### config.mk
export PLATFORM = sky130hd
export DESIGN_NAME = ipv6_depacketiser_flat
export DESIGN_NICKNAME = d
export VERILOG_FILES = /design/src/rtl/ipv6_depacketiser_if.sv /design/src/rtl/ipv6_depacketiser.sv /design/src/flat_wrapper.sv
export SDC_FILE = /design/constraint.sdc
export NUM_CORES = 1
export LEC_CHECK = 0
export CAP_MARGIN = 20
export CORE_ASPECT_RATIO = 1.1
export CORE_MARGIN = 2
export CORE_UTILIZATION = 45
export CTS_CLUSTER_DIAMETER = 30
export DETAILED_ROUTE_END_ITERATION = 8
export PLACE_DENSITY = 0.65
export SKIP_CTS_REPAIR_TIMING = 1
export SLEW_MARGIN = 20
export SYNTH_ARGS = -nofsm -noshare
export SYNTH_HDL_FRONTEND = slang
export SYNTH_SLANG_ARGS = --single-unit
### constraint.sdc
create_clock -name clk -period 4.8 [get_ports clk]
set_clock_uncertainty 0.1 [all_clocks]
set_input_delay 0.72 -clock clk [delete_from_list [all_inputs] [get_ports clk]]
set_output_delay 0.72 -clock clk [all_outputs]
set_load 0.05 [all_outputs]
### src/rtl/ipv6_depacketiser_if.sv
// Byte-stream bundle between the radio receiver, the depacketiser and the payload consumer.
// The slave modport is the depacketiser's view; master is the surrounding environment.
interface ipv6_depacketiser_if;
    logic [7:0] rx_data;
    logic       rx_valid;
    logic       rx_sop;
    logic       rx_ready;
    logic [7:0] pay_data;
    logic       pay_valid;
    logic       pay_last;
    logic       pay_ready;
    logic [7:0] hdr_next;
    logic [7:0] hdr_src;
    logic       pkt_done;
    logic       pkt_err;
    logic [1:0] err_code;

    modport slave (
        input  rx_data, rx_valid, rx_sop, pay_ready,
        output rx_ready, pay_data, pay_valid, pay_last, hdr_next, hdr_src,
               pkt_done, pkt_err, err_code
    );

    modport master (
        output rx_data, rx_valid, rx_sop, pay_ready,
        input  rx_ready, pay_data, pay_valid, pay_last, hdr_next, hdr_src,
               pkt_done, pkt_err, err_code
    );
endinterface

### src/rtl/ipv6_depacketiser.sv
// Receive-side IPv6 depacketiser: checks the 40-byte fixed header, filters on destination
// and streams payload of accepted packets through a one-deep output register.
module ipv6_depacketiser #(
    parameter logic [7:0]  NODE_ADDR   = 8'h01,
    parameter int unsigned MAX_PAYLOAD = 16,
    parameter int unsigned TIMEOUT     = 255
) (
    input logic                clk,
    input logic                rst,
    ipv6_depacketiser_if.slave bus
);
    localparam logic [7:0]  TimeoutLast = 8'(TIMEOUT - 1);
    localparam logic [15:0] MaxLen      = 16'(MAX_PAYLOAD);
    localparam logic [1:0]  ErrVersion  = 2'd0;
    localparam logic [1:0]  ErrLength   = 2'd1;
    localparam logic [1:0]  ErrAbort    = 2'd2;
    localparam logic [1:0]  ErrAddr     = 2'd3;

    typedef enum logic [1:0] {StIdle, StHdr, StPay, StDrop} state_e;

    state_e      r_state, w_state;
    logic [5:0]  r_cnt, w_cnt;
    logic [7:0]  r_len_hi, w_len_hi;
    logic [15:0] r_rem, w_rem;
    logic [7:0]  r_idle, w_idle;
    logic [7:0]  r_next_tmp, w_next_tmp;
    logic [7:0]  r_src_tmp, w_src_tmp;
    logic [7:0]  r_hdr_next, w_hdr_next;
    logic [7:0]  r_hdr_src, w_hdr_src;
    logic [7:0]  r_pay_data, w_pay_data;
    logic        r_pay_valid, w_pay_valid;
    logic        r_pay_last, w_pay_last;
    logic        r_pkt_done, w_pkt_done;
    logic        r_pkt_err, w_pkt_err;
    logic [1:0]  r_err_code, w_err_code;

    logic        w_rx_ready;
    logic        w_accept;
    logic        w_ver_ok;
    logic        w_addr_ok;
    logic        w_timeout;
    logic [15:0] w_len;
    logic        w_len_bad;

    // In PAY the output register is the only buffer, so intake stalls while it is full.
    assign w_rx_ready = !rst && ((r_state != StPay) || !r_pay_valid || bus.pay_ready);
    assign w_accept   = bus.rx_valid && w_rx_ready;
    assign w_ver_ok   = (bus.rx_data[7:4] == 4'h6);
    assign w_addr_ok  = (bus.rx_data == NODE_ADDR) || (bus.rx_data == 8'hFF);
    assign w_len      = {r_len_hi, bus.rx_data};
    assign w_len_bad  = (w_len == 16'd0) || (w_len > MaxLen);
    assign w_timeout  = (r_state != StIdle) && !bus.rx_valid && (r_idle == TimeoutLast);

    always_comb begin
        w_state     = r_state;
        w_cnt       = r_cnt;
        w_len_hi    = r_len_hi;
        w_rem       = r_rem;
        w_idle      = r_idle;
        w_next_tmp  = r_next_tmp;
        w_src_tmp   = r_src_tmp;
        w_hdr_next  = r_hdr_next;
        w_hdr_src   = r_hdr_src;
        w_pay_data  = r_pay_data;
        w_pay_valid = r_pay_valid;
        w_pay_last  = r_pay_last;
        w_pkt_done  = 1'b0;
        w_pkt_err   = 1'b0;
        w_err_code  = r_err_code;

        if (r_pay_valid && bus.pay_ready) begin
            w_pay_valid = 1'b0;
            w_pay_last  = 1'b0;
        end
        if ((r_state != StIdle) && !bus.rx_valid) begin
            w_idle = r_idle + 8'd1;
        end

        if (w_accept) begin
            w_idle = 8'd0;
            if (bus.rx_sop) begin
                // A sop always restarts parsing; an interrupted packet outranks a bad version.
                if ((r_state == StHdr) || (r_state == StPay)) begin
                    w_pkt_err  = 1'b1;
                    w_err_code = ErrAbort;
                end else if (!w_ver_ok) begin
                    w_pkt_err  = 1'b1;
                    w_err_code = ErrVersion;
                end
                w_state = w_ver_ok ? StHdr : StDrop;
                w_cnt   = 6'd1;
            end else begin
                case (r_state)
                    StHdr: begin
                        w_cnt = r_cnt + 6'd1;
                        case (r_cnt)
                            6'd4:  w_len_hi = bus.rx_data;
                            6'd5: begin
                                if (w_len_bad) begin
                                    w_pkt_err  = 1'b1;
                                    w_err_code = ErrLength;
                                    w_state    = StDrop;
                                end else begin
                                    w_rem = w_len;
                                end
                            end
                            6'd6:  w_next_tmp = bus.rx_data;
                            6'd23: w_src_tmp  = bus.rx_data;
                            6'd39: begin
                                if (w_addr_ok) begin
                                    w_hdr_next = r_next_tmp;
                                    w_hdr_src  = r_src_tmp;
                                    w_state    = StPay;
                                end else begin
                                    w_pkt_err  = 1'b1;
                                    w_err_code = ErrAddr;
                                    w_state    = StDrop;
                                end
                            end
                            default: ;
                        endcase
                    end
                    StPay: begin
                        w_pay_data  = bus.rx_data;
                        w_pay_valid = 1'b1;
                        w_pay_last  = (r_rem == 16'd1);
                        w_rem       = r_rem - 16'd1;
                        if (r_rem == 16'd1) begin
                            w_pkt_done = 1'b1;
                            w_state    = StIdle;
                        end
                    end
                    default: ;
                endcase
            end
        end else if (w_timeout) begin
            w_idle  = 8'd0;
            w_state = StIdle;
            if (r_state != StDrop) begin
                w_pkt_err  = 1'b1;
                w_err_code = ErrAbort;
            end
        end
    end

    always_ff @(posedge clk or posedge rst) begin
        if (rst) begin
            r_state     <= StIdle;
            r_cnt       <= 6'd0;
            r_len_hi    <= 8'd0;
            r_rem       <= 16'd0;
            r_idle      <= 8'd0;
            r_next_tmp  <= 8'd0;
            r_src_tmp   <= 8'd0;
            r_hdr_next  <= 8'd0;
            r_hdr_src   <= 8'd0;
            r_pay_data  <= 8'd0;
            r_pay_valid <= 1'b0;
            r_pay_last  <= 1'b0;
            r_pkt_done  <= 1'b0;
            r_pkt_err   <= 1'b0;
            r_err_code  <= 2'd0;
        end else begin
            r_state     <= w_state;
            r_cnt       <= w_cnt;
            r_len_hi    <= w_len_hi;
            r_rem       <= w_rem;
            r_idle      <= w_idle;
            r_next_tmp  <= w_next_tmp;
            r_src_tmp   <= w_src_tmp;
            r_hdr_next  <= w_hdr_next;
            r_hdr_src   <= w_hdr_src;
            r_pay_data  <= w_pay_data;
            r_pay_valid <= w_pay_valid;
            r_pay_last  <= w_pay_last;
            r_pkt_done  <= w_pkt_done;
            r_pkt_err   <= w_pkt_err;
            r_err_code  <= w_err_code;
        end
    end

    assign bus.rx_ready  = w_rx_ready;
    assign bus.pay_data  = r_pay_data;
    assign bus.pay_valid = r_pay_valid;
    assign bus.pay_last  = r_pay_last;
    assign bus.hdr_next  = r_hdr_next;
    assign bus.hdr_src   = r_hdr_src;
    assign bus.pkt_done  = r_pkt_done;
    assign bus.pkt_err   = r_pkt_err;
    assign bus.err_code  = r_err_code;
endmodule

### src/flat_wrapper.sv
// flat-port wrapper written by rule: the top's interface ports become plain ports
module ipv6_depacketiser_flat 
#(
    parameter logic [7:0]  NODE_ADDR   = 8'h01,
    parameter int unsigned MAX_PAYLOAD = 16,
    parameter int unsigned TIMEOUT     = 255
)
  (clk, rst, bus_rx_data, bus_rx_valid, bus_rx_sop, bus_pay_ready, bus_rx_ready, bus_pay_data, bus_pay_valid, bus_pay_last, bus_hdr_next, bus_hdr_src, bus_pkt_done, bus_pkt_err, bus_err_code);
  ipv6_depacketiser_if bus_i ();
  input logic clk;
  input logic rst;
  input wire logic [$bits(bus_i.rx_data)-1:0] bus_rx_data;
  input wire logic [$bits(bus_i.rx_valid)-1:0] bus_rx_valid;
  input wire logic [$bits(bus_i.rx_sop)-1:0] bus_rx_sop;
  input wire logic [$bits(bus_i.pay_ready)-1:0] bus_pay_ready;
  output wire logic [$bits(bus_i.rx_ready)-1:0] bus_rx_ready;
  output wire logic [$bits(bus_i.pay_data)-1:0] bus_pay_data;
  output wire logic [$bits(bus_i.pay_valid)-1:0] bus_pay_valid;
  output wire logic [$bits(bus_i.pay_last)-1:0] bus_pay_last;
  output wire logic [$bits(bus_i.hdr_next)-1:0] bus_hdr_next;
  output wire logic [$bits(bus_i.hdr_src)-1:0] bus_hdr_src;
  output wire logic [$bits(bus_i.pkt_done)-1:0] bus_pkt_done;
  output wire logic [$bits(bus_i.pkt_err)-1:0] bus_pkt_err;
  output wire logic [$bits(bus_i.err_code)-1:0] bus_err_code;
  assign bus_i.rx_data = bus_rx_data;
  assign bus_i.rx_valid = bus_rx_valid;
  assign bus_i.rx_sop = bus_rx_sop;
  assign bus_i.pay_ready = bus_pay_ready;
  assign bus_rx_ready = bus_i.rx_ready;
  assign bus_pay_data = bus_i.pay_data;
  assign bus_pay_valid = bus_i.pay_valid;
  assign bus_pay_last = bus_i.pay_last;
  assign bus_hdr_next = bus_i.hdr_next;
  assign bus_hdr_src = bus_i.hdr_src;
  assign bus_pkt_done = bus_i.pkt_done;
  assign bus_pkt_err = bus_i.pkt_err;
  assign bus_err_code = bus_i.err_code;
  ipv6_depacketiser #(.NODE_ADDR(NODE_ADDR), .MAX_PAYLOAD(MAX_PAYLOAD), .TIMEOUT(TIMEOUT)) u_core (.clk(clk), .rst(rst), .bus(bus_i));
endmodule
==> impl_metrics.sql, run 1 <==
INSERT INTO impl_metrics (metric_group, metric, value, unit) VALUES
('outcome', 'outcome', 'completed', ''),
('critical_path', 'crit_path_max_incr_delay', '0.80', 'ns'),
('power_and_ir_drop', 'total_leakage_power', '2.21', 'nW'),
('floorplan', 'fp.coreArea', '0.00940', 'mm^2'),
('floorplan', 'dieWidth', '98.0', 'um'),
('placement', 'finalWeightedCongestion', '0.853', ''),
('floorplan', 'floorplan.die.height', '107', 'um'),
('clocking', 'cts-root-to-sink-buffers', '2', ''),
('floorplan', 'initial_core_util', '0.465', ''),
('clocking', 'cts.reportedPaths.clkPinSlew', '0.09', 'ns'),
('synth', 'syn-mean-instance-area', '10.9', 'um^2'),
('sta', 'setup-violations-final', '0', ''),
('synth', 'synth_enable_flop_cells', '0', ''),
('layout', 'antenna-diode-count', '0', ''),
('sta', 'worst-slew-pin-transition', '0.764', 'ns'),
('sta', 'finalWorstPathRequiredPeriod', '3.34', 'ns'),
('synth', 'yosys_register_bits', '86', ''),
('sta', 'final-hold-violation-count', '0', ''),
('critical_path', 'critPathMaxFanout', '27', ''),
('layout', 'utilization', '0.542', ''),
('clocking', 'cts_inserted_buffers', '9', ''),
('placement', 'dpl.hpwl', '6950', 'um'),
('sta', 'timing.max_slew.rel_slack', '0.483', ''),
('floorplan', 'die-area', '0.0105', 'mm^2'),
('power_and_ir_drop', 'finalPower', '2.00', 'mW'),
('synth', 'synth_fp_nets', '426', ''),
('critical_path', 'cell_chain_critical_path', 'inv_1, ha_1, buf_4, and3b_1, nor2_1, clkdlybuf4s50_1', ''),
('critical_path', 'timing_worst_setup_path_type', 'reg -> out', ''),
('grt', 'number_of_antenna_violations_at_the_first_check_in_global_routing', '0', ''),
('grt', 'grt.total_usage', '0.202', ''),
('grt', 'grt_overflow_total', '0', ''),
('drt', 'detail_route.drc_violations', '0', ''),
('grt', 'grt_pass1_vias', '3311', ''),
('synth', 'synth-main-ff-cell', 'dfrtp_1', ''),
('power_and_ir_drop', 'cellPowerDensity', '392', 'mW/mm^2'),
('floorplan', 'fp-row-count', '37', ''),
('sta', 'final.period_utilization', '0.696', ''),
('run', 'drv.max_cap_violation_count', '0', ''),
('placement', 'place.port_buffers', '43', ''),
('sta', 'achievable-frequency', '0.299', 'GHz'),
('clocking', 'root_buffer', 'clkbuf_8', ''),
('sta', 'slew_viol_final', '0', ''),
('drt', 'aggregate_routed_wire_length', '10200', 'um'),
('layout', 'final_cell_mix', '86 x dfrtp_1, 46 x mux2_2, 43 x clkdlybuf4s50_1, 27 x nor2_1, 24 x o21ai_0', ''),
('drt', 'via_count', '3338', ''),
('synth', 'yosysSeqAreaShare', '0.492', ''),
('synth', 'synth_async_sr_flop_share', '1.00', ''),
('critical_path', 'endpoint_kind', 'primary output', ''),
('sta', 'rsz_0062_raised_after_global_routing', 'false', ''),
('critical_path', 'worst_ep_arrival_time', '2.52', 'ns'),
('min_path', 'timing.hold.worst.class', 'reg -> reg', ''),
('synth', 'post_synth_num_cell_types', '63', ''),
('critical_path', 'slowest_stage', 'clkdlybuf4s50_1', ''),
('clocking', 'htree_num_levels', '3', ''),
('layout', 'syn_to_final_growth', '16.6', '%'),
('drt', 'routedWlPerCell', '18.3', 'um'),
('drt', 'drt.antenna.violating_nets', '0', ''),
('critical_path', 'critPathRequiredTime', '3.98', 'ns'),
('floorplan', 'ios', '44', ''),
('grt', 'grt_start_max_net_pins', '58', ''),
('drt', 'drt_first_pass_iters', '4', ''),
('clocking', 'clock_insertion_delay_worst_skew', '0.37', 'ns'),
('clocking', 'clock_tree_from_tritoncts', 'yes', ''),
('grt', 'grt_first_pass_wirelength', '16800', 'um'),
('synth', 'netlist_area', '0.00437', 'mm^2'),
('sta', 'setup-tns-final', '0', 'ns'),
('synth', 'yosysWarnings', '0', ''),
('clocking', 'cts.sink_count', '86', ''),
('layout', 'fin_nets', '464', ''),
('drt', 'first_iter_violations', '199', ''),
('power_and_ir_drop', 'vdd_ir_drop_max', '0.310', 'mV'),
('layout', 'post_route_cells_drive_above_1_share', '0.167', ''),
('synth', 'syn_inst_count', '401', ''),
('layout', 'mostFrequentLayoutCell', 'dfrtp_1', ''),
('critical_path', 'worst_setup_path_start_kind', 'flop', ''),
('drt', 'route.detailed.vias_per_inst', '5.96', '');
==> flip-flops by register name, indices dropped and copies added (netlist names), 6 cells and up <==
name	flops
u_core.r_idle	8
u_core.r_cnt	6
u_core.r_src_tmp	8
u_core.r_len_hi	8
u_core.r_rem	16
u_core.bus.hdr_next	8
u_core.r_next_tmp	8
u_core.bus.pay_data	8
u_core.bus.hdr_src	8
==> through the flow <==
stage	instances	setup slack (ns)	hold WS (ns)	cell area (um^2)
floorplan	401	1.76	0.352	4370
global placement	545	1.35	0.362	4880
detailed placement	545	1.28	0.373	4880
CTS	560	1.44	0.403	5090
global route	560	1.32	0.418	5100
finish	560	1.46	0.400	5100
==> cells by family after synthesis <==
logic type / after synthesis / share of synthesized area
adders and majority gates: 12 / 0.0343
muxes: 53 / 0.136
and+or+nand+nor: 120 / 0.156
DFF: 86 / 0.492
buffers and inverters: 31 / 0.0309
xor gates and xnor gates: 6 / 0.0120
AOI/OAI and AO/OA: 93 / 0.139
==> worst paths after layout <==
kind / startpoint / endpoint / slack [ns] / cells past startpoint
setup / recovery: u_core.r_state[0] / bus_rx_ready / 1.46 / 6
hold / removal: u_core.r_idle[5] / u_core.r_idle[5] / 0.40 / 1
setup reg to reg: u_core.r_state[0] / u_core.r_src_tmp[5] / 1.80 / 8
hold reg to reg: u_core.r_idle[5] / u_core.r_idle[5] / 0.40 / 1
max in group asynchronous: rst / u_core.bus.hdr_next[1] / 2.91 / 3
min in group asynchronous: rst / u_core.bus.err_code[1] / 0.83 / 2
==> layout make-up <==
| cell class | count | area [um^2] |
|---|---|---|
| Clock buffer | 9 | 124 |
| Clock inverter | 6 | 92.6 |
| Fill cell | 817 | 4300 |
| Inverter | 13 | 51.3 |
| Multi-Input combinational cell | 284 | 2080 |
| Sequential cell | 86 | 2150 |
| Tap cell | 117 | 146 |
| Timing Repair Buffer | 45 | 445 |
==> cell usage after synthesis, types with 9 or more instances <==
master,number,share of area
clkbuf_1,10,0.0086
nand3_1,12,0.014
nor2_1,27,0.023
mux2_2,46,0.12
ha_1,12,0.034
nor3_1,12,0.014
dfrtp_1,86,0.49
o21ai_0,24,0.027
a21oi_1,15,0.017
nand2_1,19,0.016
o21ai_1,9,0.010
inv_1,12,0.010
o31ai_1,10,0.017
==> where the power goes <==
| group | switching, mW | total (mW) | internal [mW] |
|---|---|---|---|
| Clock | 0.281 | 0.575 | 0.294 |
| Combinational | 0.341 | 0.523 | 0.181 |
| Sequential | 0.0938 | 0.898 | 0.804 |
==> critical path: cells and delay by family (launching register included) <==
kind,cells,cell delay (ns)
adder cells (fa/ha/maj),1,0.19
buffers and inverters,3,1.11
flip-flops,1,0.42
AND/OR/NAND/NOR,2,0.42
==> per-layer routing <==
| metal | GRT usage | vias up | routed length [um] |
|---|---|---|---|
| li1 | - | 1562 | - |
| met1 | 0.278 | 1686 | 4810 |
| met2 | 0.317 | 78 | 4810 |
| met3 | 0.0435 | 12 | 455 |
| met4 | 0.0694 | 0 | 167 |
| met5 | 0 | - | 0 |
Note: power is estimated with default switching activity, not from simulation.
==> inputs of run 2 (changes only) <==
- clock period: 4.8 -> 3.4 ns (I/O delays scaled with it)
==> run 2 against run 1 <==
Net effect: sequential share of layout area fell by 0.52 points; critical path depth is 1 lower; register-to-register slack got worse by 0.99 ns; setup slack worse by 0.92 ns; highest routed layer unchanged; critical path type unchanged; combinational power increased by 43%; count of clock-buffer cells in the layout is the same; hold slack improved by 0.0025 ns; global-route usage down 0.084 points.
==> impl_metrics.sql, run 2 (synthesis results as in run 1) <==
INSERT INTO impl_metrics (metric_group, metric, value, unit) VALUES
('layout', 'largest-register', 'u_core.r_rem', ''),
('drt', 'routedWlPerCell', '18.2', 'um'),
('grt', 'grt_start_max_net_pins', '53', ''),
('clocking', 'clock_tree_from_tritoncts', 'yes', ''),
('clocking', 'htree_num_levels', '3', ''),
('min_path', 'hold_path.startpoint', 'u_core.r_idle[7]', ''),
('floorplan', 'fp.coreArea', '0.00940', 'mm^2'),
('floorplan', 'dieWidth', '98.0', 'um'),
('layout', 'fin_nets', '474', ''),
('sta', 'slew_viol_final', '0', ''),
('outcome', 'outcome', 'completed', ''),
('sta', 'final.period_utilization', '0.843', ''),
('run', 'drv.max_cap_violation_count', '0', ''),
('placement', 'place_inst', '555', ''),
('min_path', 'timing.hold.worst.class', 'reg -> reg', ''),
('drt', 'aggregate_routed_wire_length', '10400', 'um'),
('critical_path', 'worst_setup_path_start_kind', 'flop', ''),
('grt', 'grt_pass1_vias', '3254', ''),
('critical_path', 'critical_path.reg2reg.endpoint', 'u_core.r_rem[10]', ''),
('drt', 'route.detailed.vias_per_inst', '5.96', ''),
('layout', 'final_cell_mix', '86 x dfrtp_1, 46 x mux2_2, 43 x clkdlybuf4s50_1, 27 x nor2_1, 24 x o21ai_0', ''),
('grt', 'grt.total_usage', '0.201', ''),
('layout', 'sequential_cell_area', '0.00215', 'mm^2'),
('placement', 'finalWeightedCongestion', '0.834', ''),
('clocking', 'cts-root-to-sink-buffers', '2', ''),
('layout', 'multiInputGateArea', '0.00208', 'mm^2'),
('min_path', 'hold-path-cell-count', '1', ''),
('grt', 'grt_first_pass_wirelength', '16800', 'um'),
('clocking', 'cts.sink_count', '86', ''),
('layout', 'syn_to_final_growth', '18.0', '%'),
('floorplan', 'initial_core_util', '0.465', ''),
('layout', 'mostFrequentLayoutCell', 'dfrtp_1', ''),
('critical_path', 'timing_worst_setup_path_type', 'reg -> out', ''),
('grt', 'number_of_antenna_violations_at_the_first_check_in_global_routing', '0', ''),
('sta', 'worst-slew-pin-transition', '0.951', 'ns'),
('clocking', 'cts_inserted_buffers', '9', ''),
('clocking', 'cts.reportedPaths.clkPinSlew', '0.09', 'ns'),
('grt', 'grt_overflow_total', '0', ''),
('critical_path', 'reg2reg_from', 'u_core.r_rem[0]', ''),
('placement', 'placed_area', '0.00497', 'mm^2'),
('floorplan', 'ios', '44', ''),
('power_and_ir_drop', 'vdd_ir_drop_max', '0.299', 'mV'),
('sta', 'setup-violations-final', '0', ''),
('drt', 'drt_first_pass_iters', '4', ''),
('critical_path', 'critPathMaxFanout', '7', ''),
('critical_path', 'worst_r2r_path_depth', '7', ''),
('sta', 'finalWorstPathRequiredPeriod', '2.86', 'ns'),
('sta', 'setup-tns-final', '0', 'ns'),
('layout', 'post_route_cells_drive_above_1_share', '0.185', ''),
('drt', 'first_iter_violations', '233', ''),
('power_and_ir_drop', 'cellPowerDensity', '533', 'mW/mm^2'),
('sta', 'timing.max_slew.rel_slack', '0.366', ''),
('critical_path', 'critPathRequiredTime', '2.79', 'ns'),
('critical_path', 'endpoint_kind', 'primary output', ''),
('drt', 'detail_route.drc_violations', '0', ''),
('critical_path', 'worst_ep_arrival_time', '2.25', 'ns'),
('drt', 'drt.antenna.violating_nets', '0', ''),
('floorplan', 'fp-row-count', '37', ''),
('sta', 'achievable-frequency', '0.349', 'GHz'),
('sta', 'rsz_0062_raised_after_global_routing', 'false', ''),
('layout', 'antenna-diode-count', '0', ''),
('placement', 'place.port_buffers', '43', ''),
('layout', 'number_of_inserted_filler_cells_in_the_final_layout', '823', ''),
('layout', 'largest_register_ffs', '16', ''),
('layout', 'layoutNonFillerInstCount', '570', ''),
('floorplan', 'die-area', '0.0105', 'mm^2'),
('clocking', 'root_buffer', 'clkbuf_8', ''),
('sta', 'final-hold-violation-count', '0', ''),
('floorplan', 'floorplan.die.height', '107', 'um'),
('critical_path', 'rrSetupSlack', '0.81', 'ns'),
('min_path', 'worstHoldEndpoint', 'u_core.r_idle[7]', ''),
('clocking', 'clock_insertion_delay_worst_skew', '0.36', 'ns'),
('placement', 'dpl.hpwl', '7020', 'um'),
('drt', 'via_count', '3397', ''),
('layout', 'post-route-cell-area', '0.00516', 'mm^2'),
('power_and_ir_drop', 'total_leakage_power', '2.24', 'nW');
## run 2: cell types whose count changed in the layout (fill, tap and decap cells not counted)
cell / change
buf_4: +9
buf_12: +1
bufinv_16: -1
clkinv_2: +1
inv_4: -1
clkinvlp_4: +1
## run 2: stage by stage
stage,util,worst slack [ns],hold slack [ns],power (mW)
after global placement,0.528,0.381,0.368,2.01
after CTS,0.549,0.532,0.399,2.76
after floorplan,-,0.568,0.352,1.78
final,0.549,0.535,0.402,2.75
after global routing,0.549,0.438,0.410,2.89
after detailed placement,0.528,0.323,0.375,2.02
## run 2: area by class of cell
class | count | area share
Clock buffer | 9 | 0.0240
Clock inverter | 6 | 0.0136
Inverter | 13 | 0.00970
Multi-Input combinational cell | 284 | 0.404
Sequential cell | 86 | 0.417
Tap cell | 117 | 0.0284
Timing Repair Buffer | 55 | 0.103
## run 2: routing by layer
layer / share of wire / up-vias / global-route usage / wire length, um
met5: 0 / - / 0 / 0
met4: 0.017 / 0 / 0.0804 / 178
met3: 0.048 / 15 / 0.0351 / 495
met2: 0.47 / 112 / 0.313 / 4920
met1: 0.46 / 1697 / 0.279 / 4800
li1: - / 1573 / - / -
## run 2: worst max-delay path, cell delays in order (launching register included)
cell and delay, ns:
dfrtp_1 0.42, inv_1 0.08, ha_1 0.21, and3b_1 0.26, nor2_1 0.12, clkdlybuf4s50_1 0.81
## run 2: how the worst max path moves through the flow
| stage | from | endpoint | slack [ns] | depth (start not counted) |
|---|---|---|---|---|
| floorplan | rst | u_core.bus.err_code[0] | 0.57 | 1 |
| global placement | bus_rx_sop | u_core.r_src_tmp[0] | 0.38 | 6 |
| detailed placement | bus_rx_sop | u_core.r_src_tmp[1] | 0.32 | 6 |
| CTS | u_core.r_state[0] | bus_rx_ready | 0.53 | 5 |
| global route | u_core.r_state[0] | bus_rx_ready | 0.44 | 5 |
| finish | u_core.r_state[0] | bus_rx_ready | 0.54 | 5 |
## run 2: power breakdown
part	total (mW)	switching, mW	internal (mW)
combinational	0.746	0.481	0.265
sequential	1.26	0.130	1.14
clock	0.737	0.396	0.341
total	2.75	1.01	1.74
